`src/rtl/bf16_addsub_arb.sv`:
```
// Round-robin front end for one shared, non-stalling pipelined BF16 add/sub unit.
// Requester IDs ride a tag pipe matched to the unit latency so results return to their issuer.
module bf16_addsub_arb #(
    parameter int NREQ = 4,
    parameter int LAT  = 4
) (
    input  logic                    clk,
    input  logic                    rst_n,
    input  logic                    issue_en,
    input  logic [NREQ-1:0]         req_valid,
    output logic [NREQ-1:0]         req_ready,
    input  logic [NREQ*16-1:0]      req_a,
    input  logic [NREQ*16-1:0]      req_b,
    input  logic [NREQ-1:0]         req_sub,
    output logic [15:0]             fu_a,
    output logic [15:0]             fu_b,
    output logic                    fu_sub,
    output logic                    fu_valid,
    input  logic [15:0]             fu_result,
    input  logic                    fu_valid_out,
    output logic [NREQ-1:0]         resp_valid,
    output logic [15:0]             resp_data,
    output logic [$clog2(NREQ)-1:0] resp_id,
    output logic                    idle,
    output logic                    err_orphan
);
    localparam int IDW = $clog2(NREQ);

    logic [IDW-1:0] ptr;
    logic [IDW-1:0] ptr_nxt;
    logic [IDW-1:0] idx;
    logic [IDW-1:0] gid;
    logic           gvld;
    logic           grant_en;
    logic [IDW-1:0] iss_id_p0;
    logic [LAT-1:0] tag_vld_p;
    logic [IDW-1:0] tag_id_p [LAT];
    logic           tail_vld;
    logic [IDW-1:0] tail_id;
    logic           capture;

    // Search starts at ptr and wraps, so the last winner has lowest priority next time.
    always_comb begin
        idx  = '0;
        gid  = '0;
        gvld = 1'b0;
        for (int k = 0; k < NREQ; k++) begin
            idx = IDW'((int'(ptr) + k) % NREQ);
            if (!gvld && req_valid[idx]) begin
                gvld = 1'b1;
                gid  = idx;
            end
        end
    end

    assign grant_en  = gvld && issue_en && rst_n;
    assign req_ready = grant_en ? (NREQ'(1) << gid) : '0;
    assign ptr_nxt   = (gid == IDW'(NREQ - 1)) ? '0 : gid + IDW'(1);

    // Stage p0: issue register feeding the unit
    always_ff @(posedge clk) begin
        if (!rst_n) begin
            ptr       <= '0;
            fu_valid  <= 1'b0;
            fu_a      <= '0;
            fu_b      <= '0;
            fu_sub    <= 1'b0;
            iss_id_p0 <= '0;
        end else begin
            fu_valid <= grant_en;
            if (grant_en) begin
                ptr       <= ptr_nxt;
                fu_a      <= req_a[int'(gid)*16 +: 16];
                fu_b      <= req_b[int'(gid)*16 +: 16];
                fu_sub    <= req_sub[gid];
                iss_id_p0 <= gid;
            end
        end
    end

    // Stages p1..pLAT: tag pipe, tail aligned with fu_valid_out
    always_ff @(posedge clk) begin
        if (!rst_n) begin
            tag_vld_p <= '0;
        end else begin
            tag_vld_p[0] <= fu_valid;
            for (int k = 1; k < LAT; k++) tag_vld_p[k] <= tag_vld_p[k-1];
        end
    end

    always_ff @(posedge clk) begin
        tag_id_p[0] <= iss_id_p0;
        for (int k = 1; k < LAT; k++) tag_id_p[k] <= tag_id_p[k-1];
    end

    assign tail_vld = tag_vld_p[LAT-1];
    assign tail_id  = tag_id_p[LAT-1];
    assign capture  = fu_valid_out && tail_vld;

    // Response stage: one-hot strobe to the issuing requester
    always_ff @(posedge clk) begin
        if (!rst_n) begin
            resp_valid <= '0;
            resp_data  <= '0;
            resp_id    <= '0;
            err_orphan <= 1'b0;
        end else begin
            resp_valid <= capture ? (NREQ'(1) << tail_id) : '0;
            if (capture) begin
                resp_data <= fu_result;
                resp_id   <= tail_id;
            end
            if (fu_valid_out && !tail_vld) err_orphan <= 1'b1;
        end
    end

    assign idle = !fu_valid && !(|tag_vld_p) && !(|resp_valid);
endmodule

```
`config.mk`:
```
export PLATFORM = sky130hd
export DESIGN_NAME = bf16_addsub_arb
export DESIGN_NICKNAME = d
export VERILOG_FILES = /design/src/rtl/bf16_addsub_arb.sv
export SDC_FILE = /design/constraint.sdc
export NUM_CORES = 1
export LEC_CHECK = 0
export CORE_MARGIN = 2
export CORE_UTILIZATION = 36
export CTS_CLUSTER_SIZE = 10
export DETAILED_ROUTE_END_ITERATION = 8
export PLACE_DENSITY = 0.8
export SYNTH_ARGS = -nofsm -noshare
export SYNTH_HDL_FRONTEND = slang
export SYNTH_SLANG_ARGS = --single-unit
```
`constraint.sdc`:
```
create_clock -name clk -period 1.83 [get_ports clk]
set_input_delay 0.2745 -clock clk [delete_from_list [all_inputs] [get_ports clk]]
set_output_delay 0.2745 -clock clk [all_outputs]
set_load 0.05 [all_outputs]
```
==> results of run 1 <==
[flip-flops by register name, summed over array words and instances (netlist names)]
register    count
err_orphan      1
fu_a           16
fu_b           16
fu_sub          1
fu_valid        1
iss_id_p0       2
ptr             2
resp_data      16
resp_id         2
resp_valid      4
tag_id_p        8
tag_vld_p       4
[worst paths after layout]
check,end,cells past startpoint,slack (ns)
setup / recovery,req_ready[3],7,-0.13
hold / removal,tag_id_p[3][0],0,0.33
setup reg to reg,fu_a[8],7,0.08
hold reg to reg,tag_id_p[3][0],0,0.33
[per-layer routing]
metal	up-vias	routed length (µm)
met5	-	0
met4	0	178
met3	15	888
met2	155	6390
met1	1646	4290
li1	1692	-
[cells in the mapped netlist]
| library cell | n |
|---|---|
| a211oi_1 | 2 |
| a21boi_1 | 21 |
| and2_1 | 5 |
| buf_2 | 8 |
| buf_6 | 4 |
| clkbuf_1 | 12 |
| dfxtp_1 | 73 |
| inv_1 | 1 |
| inv_2 | 1 |
| mux2i_1 | 64 |
| nand2_1 | 78 |
| nand3_1 | 3 |
| nor2_1 | 6 |
| nor2_2 | 1 |
| nor2b_1 | 4 |
| nor2b_2 | 1 |
| nor3_1 | 6 |
| nor3b_1 | 2 |
| nor4_1 | 2 |
| nor4_2 | 1 |
| nor4b_4 | 1 |
| o21a_1 | 1 |
| o21ai_1 | 3 |
| o221ai_1 | 32 |
| o31ai_1 | 1 |
| o32a_2 | 1 |
| o32ai_2 | 1 |
| or2_1 | 1 |
| xnor2_1 | 1 |
[power by group]
group	internal (µW)	leakage, µW	switching [µW]
clock network	795	0.000104	598
logic	981	0.00195	935
registers	1720	0.000598	78.5
[worst max-delay path, cell delays in order]
cell	delay [ns]
dlygate4sd2_1	0.30
nor2b_4	0.16
nor4b_4	0.37
nor2_4	0.07
buf_6	0.13
nor3_4	0.22
buf_12	0.17
[layout make-up]
| cell class | count | area share |
|---|---|---|
| multi-input cells | 238 | 0.298 |
| clock inverters | 5 | 0.0126 |
| clock buffers | 10 | 0.0216 |
| inverters | 2 | 0.00118 |
| repair buffers | 252 | 0.414 |
| well taps | 108 | 0.0213 |
| flip-flops and latches | 73 | 0.231 |
[repair_timing]
action                                  CTS  global route
pin swaps                                 7             0
cloned                                    0             3
buffers inserted                          9             1
resized for setup                        24            24
endpoints found under the setup margin   35            33
hold endpoints to repair                  0             0
hold buffers                              0             0
[per-stage QoR]
stage / TNS [ns] / setup slack, ns / cells / cell area, µm² / util
floorplan: -0.196 / -0.163 / 337 / 3340 / -
CTS: -0.450 / -0.136 / 684 / 6180 / 0.705
global route: -0.762 / -0.217 / 688 / 6360 / 0.725
detailed placement: -15.39 / -0.526 / 661 / 5830 / 0.666
global placement: -12.39 / -0.434 / 661 / 5830 / 0.666
finish: -0.400 / -0.133 / 688 / 6360 / 0.725
[cells by family after synthesis]
| family | share of synthesized area |
|---|---|
| compound gates | 0.157 |
| mux | 0.196 |
| xor+xnor | 0.00269 |
| flops | 0.448 |
| simple gates | 0.154 |
| buf+inv | 0.0422 |
==> results.json, run 1 <==
{
  "status": "finished, violations left",
  "violations": "negative setup slack",
  "fin_ws_ns": -0.133,
  "syn_area_um2": 3260,
  "rows": 34,
  "seq_area_um2": 1470,
  "critPathKind": "input pin to primary output",
  "finClkSkew_ns": 0.00857,
  "p_total_uw": 5100,
  "clk_pin_slew_ns": 0.07,
  "synthTopCellsByArea": "dfxtp_1 (45%), mux2i_1 (20%), nand2_1 (9.0%)",
  "synth.largest_area_cell": "dfxtp_1",
  "crit_fanout": 4,
  "antenna_found_initial": 0,
  "design.core.area_um2": 8760,
  "p_leak_uw": 0.00266,
  "top_usage_layer": "met2",
  "fin_nets": 732,
  "antenna_left": 0,
  "use_met3": 0.0639,
  "gr-total-overflow": 0,
  "wire_per_inst_um": 17.1,
  "use_met2": 0.424,
  "num_antenna_cells": 0,
  "htree_levels": 3,
  "fmax_ghz": 0.509,
  "cts.sinks": 73,
  "critPathArrivalTime_ns": 1.69,
  "synth.yosys.seq_area_share": 0.448,
  "grt_pass1_vias": 3610,
  "hold_viol_final": 0,
  "die_h_um": 99.2,
  "p_per_area_nw_per_um2": 803,
  "crit_required_ns": 1.56,
  "die-width_um": 99.2,
  "reg2reg_from": "ptr[1]",
  "synth.distinct_cells": 29,
  "worst_slew_pin_slew_ns": 0.597,
  "gp_congestion": 0.804,
  "synth.yosys.warnings": 0,
  "gr-usage-all-layers": 0.224,
  "hp-class": "flip-flop to flip-flop",
  "synth.top_cell.area_share": 0.448,
  "maxSlewViolCount": 0,
  "die_area_um2": 9830,
  "io_pins": 218,
  "start_kind": "input pin",
  "synth_seq_cells": 73,
  "finalCritPeriodShare": 1.07,
  "dr.pass1.iters": 4,
  "setup_viol": 4,
  "hp-start": "tag_id_p[2][0]",
  "multiInputGateArea_um2": 1900,
  "drt_iter0_markers": 79,
  "vdd_drop_max_v": 0.000425,
  "ctsRootBufferMaster": "clkbuf_8",
  "dr_total_vias": 3508,
  "areaGrowthSynthToFinish_pct": 95.0,
  "numCtsBuffers": 9,
  "portBuffers": 217,
  "crit_path_start": "req_valid[0]",
  "clock_insertion_delay_worst_skew_ns": 0.34,
  "grt_setup_unrepaired": "yes",
  "drc": 0,
  "layout_commonest_cell": "clkdlybuf4s50_1",
  "met1_usage": 0.235,
  "cts_buffer_depth": 2,
  "via_per_inst": 5.10,
  "cap_violations": 0,
  "final_cell_mix": "clkdlybuf4s50_1 (197), nand2_1 (78), dfxtp_1 (71)",
  "start_util": 0.372,
  "grt_pass1_wl_mm": 17.7,
  "grt_max_degree": 34,
  "tritoncts": "built",
  "synth_cells": 337,
  "period_minus_slack_ns": 1.96,
  "syn_area_per_cell_um2": 9.68,
  "drive_gt1_frac": 0.166,
  "holdWs_ns": 0.328,
  "wirelength_mm": 11.7,
  "fillers": 651,
  "cp-end-kind": "primary output",
  "syn_nets": 493,
  "maxSlewHeadroom": 0.601,
  "dp_hpwl_mm": 8.51
}
Power figures use the tool's default switching activity.
==> run 2, diff against run 1 <==
clock period = 2 ns   (was 1.83 ns; I/O delays follow)
==> run 2 against run 1 <==
- the run now ends clean
- worst hold slack lost 0.0017 ns
- flip-flop and latch count is the same
- clock power shrank 23%
- sequential power shrank 8%
- power shrank 16%
- global-route usage shrank 0.63 points
- routed wire length shrank 7.3%
- die area is the same
- count of clock-buffer cells in the layout grew 2
- core utilization shrank 3.2 points
- via count shrank 1.9%
- combinational power shrank 17%
- largest power group is now registers
==> results.json, run 2 (synthesis results as in run 1) <==
{
  "status": "completed",
  "die_h_um": 99.2,
  "design.core.area_um2": 8760,
  "intPower_uw": 2910,
  "p_total_uw": 4300,
  "p_per_area_nw_per_um2": 707,
  "rows": 34,
  "gp_congestion": 0.805,
  "num_antenna_cells": 0,
  "cts_buffer_depth": 2,
  "antenna_left": 0,
  "dr.pass1.iters": 4,
  "numCtsBuffers": 9,
  "areaGrowthSynthToFinish_pct": 86.5,
  "ctsRootBufferMaster": "clkbuf_8",
  "grt_setup_unrepaired": "yes",
  "layout_commonest_cell": "clkdlybuf4s50_1",
  "rrSetupSlack_ns": 0.12,
  "p_leak_uw": 0.00250,
  "start_kind": "input pin",
  "crit_fanout": 5,
  "grt_max_degree": 34,
  "critPathArrivalTime_ns": 1.68,
  "htree_levels": 3,
  "vdd_drop_max_v": 0.000362,
  "finalNonFillerCells": 680,
  "die_area_um2": 9830,
  "switching_share": 0.323,
  "critPathKind": "input pin to primary output",
  "drt_iter0_markers": 66,
  "crit_required_ns": 1.70,
  "highest_layer": "met4",
  "cap_violations": 0,
  "drc": 0,
  "pwr-share-clk": 0.249,
  "wl_met2_mm": 5.73,
  "grt_pass1_wl_mm": 17.1,
  "via_per_inst": 5.06,
  "cp_slowest_cell": "o32a_4",
  "drive_gt1_frac": 0.121,
  "gr-usage-all-layers": 0.218,
  "maxSlewHeadroom": 0.623,
  "wl_met1_mm": 4.08,
  "cp-end-kind": "primary output",
  "comb_power_share": 0.369,
  "start_util": 0.372,
  "holdWs_ns": 0.326,
  "dp_hpwl_mm": 8.53,
  "finalCritPeriodShare": 0.990,
  "path_cells": "dlygate4sd2_1 -> nor2b_4 -> a21boi_4 -> o32a_4 -> nor3_4 -> buf_12",
  "tritoncts": "built",
  "setup_viol": 0,
  "clk_pin_slew_ns": 0.07,
  "worst_slew_pin_slew_ns": 0.563,
  "wire_per_inst_um": 16.0,
  "fin_nets": 723,
  "final_cell_mix": "clkdlybuf4s50_1 (208), nand2_1 (78), dfxtp_1 (71)",
  "wirelength_mm": 10.9,
  "hold_buffers": 0,
  "sequentialPowerShare": 0.382,
  "antenna_found_initial": 0,
  "dr_total_vias": 3440,
  "period_minus_slack_ns": 1.98,
  "portBuffers": 217,
  "finClkSkew_ns": 0.00686,
  "hp-class": "flip-flop to flip-flop",
  "io_pins": 218,
  "dp.cells": 661,
  "gr-total-overflow": 0,
  "grt_pass1_vias": 3563,
  "top_regs": "fu_a: 16 flops, fu_b: 16 flops, resp_data: 16 flops",
  "maxSlewViolCount": 0,
  "fmax_ghz": 0.505,
  "p_switching_uw": 1390,
  "clock_insertion_delay_worst_skew_ns": 0.32,
  "cts.sinks": 73,
  "die-width_um": 99.2,
  "met3WireLength_um": 928,
  "critPathMaxStageDelay_ns": 0.43,
  "hold_viol_final": 0
}
run 2: path summary, 6_finish.rpt:
| check | startpoint | depth (start not counted) | end |
|---|---|---|---|
| worst max register to register | ptr[0] | 8 | fu_a[13] |
| worst max-delay path | req_valid[1] | 6 | req_ready[0] |
| worst min-delay path | tag_id_p[0][1] | 0 | tag_id_p[1][1] |
| worst min register to register | tag_id_p[0][1] | 0 | tag_id_p[1][1] |
run 2: critical path: cells and delay by family:
| family | cells | cell delay, ns |
|---|---|---|
| buf+inv | 2 | 0.49 |
| compound gates | 2 | 0.58 |
| simple gates | 2 | 0.30 |
run 2: power by group through the flow:
stage	Sequential (µW)	Clock (µW)	Combinational, µW
after CTS	1640	1100	1590
after global routing	1660	1170	1670
after detailed placement	1660	0	1540
final	1640	1070	1590
after floorplan	1980	0	536
after global placement	1660	0	1520
run 2: layout make-up:
cell class                      count  area, µm²
Fill cell                         691       2680
Tap cell                          108        135
Sequential cell                    73       1470
Timing Repair Buffer              243       2480
Inverter                            2       7.51
Multi-Input combinational cell    238       1800
Clock inverter                      4       26.3
Clock buffer                       12        165
run 2: per-stage QoR:
step | instance area [µm²] | TNS, ns | setup slack (ns) | utilization
after floorplan | 3290 | -0.265 | -0.123 | -
after global placement | 5770 | -7.55 | -0.262 | 0.658
after detailed placement | 5770 | -9.31 | -0.303 | 0.658
after CTS | 6060 | 0 | 0.00664 | 0.692
after global routing | 6080 | -0.0565 | -0.0526 | 0.694
final | 6080 | 0 | 0.0200 | 0.694
run 2: layer usage:
metal / global-route usage / vias to the layer above
met3: 0.0625 / 12
met1: 0.238 / 1595
li1: - / 1680
met4: 0.0632 / 0
met5: 0 / -
met2: 0.409 / 153
run 2: repair_timing:
| action | 4_1_cts | 5_1_grt |
|---|---|---|
| buffers inserted | 2 | 1 |
| endpoints found under the setup margin | 4 | 4 |
| pin swaps | 7 | 5 |
| resized for setup | 23 | 4 |
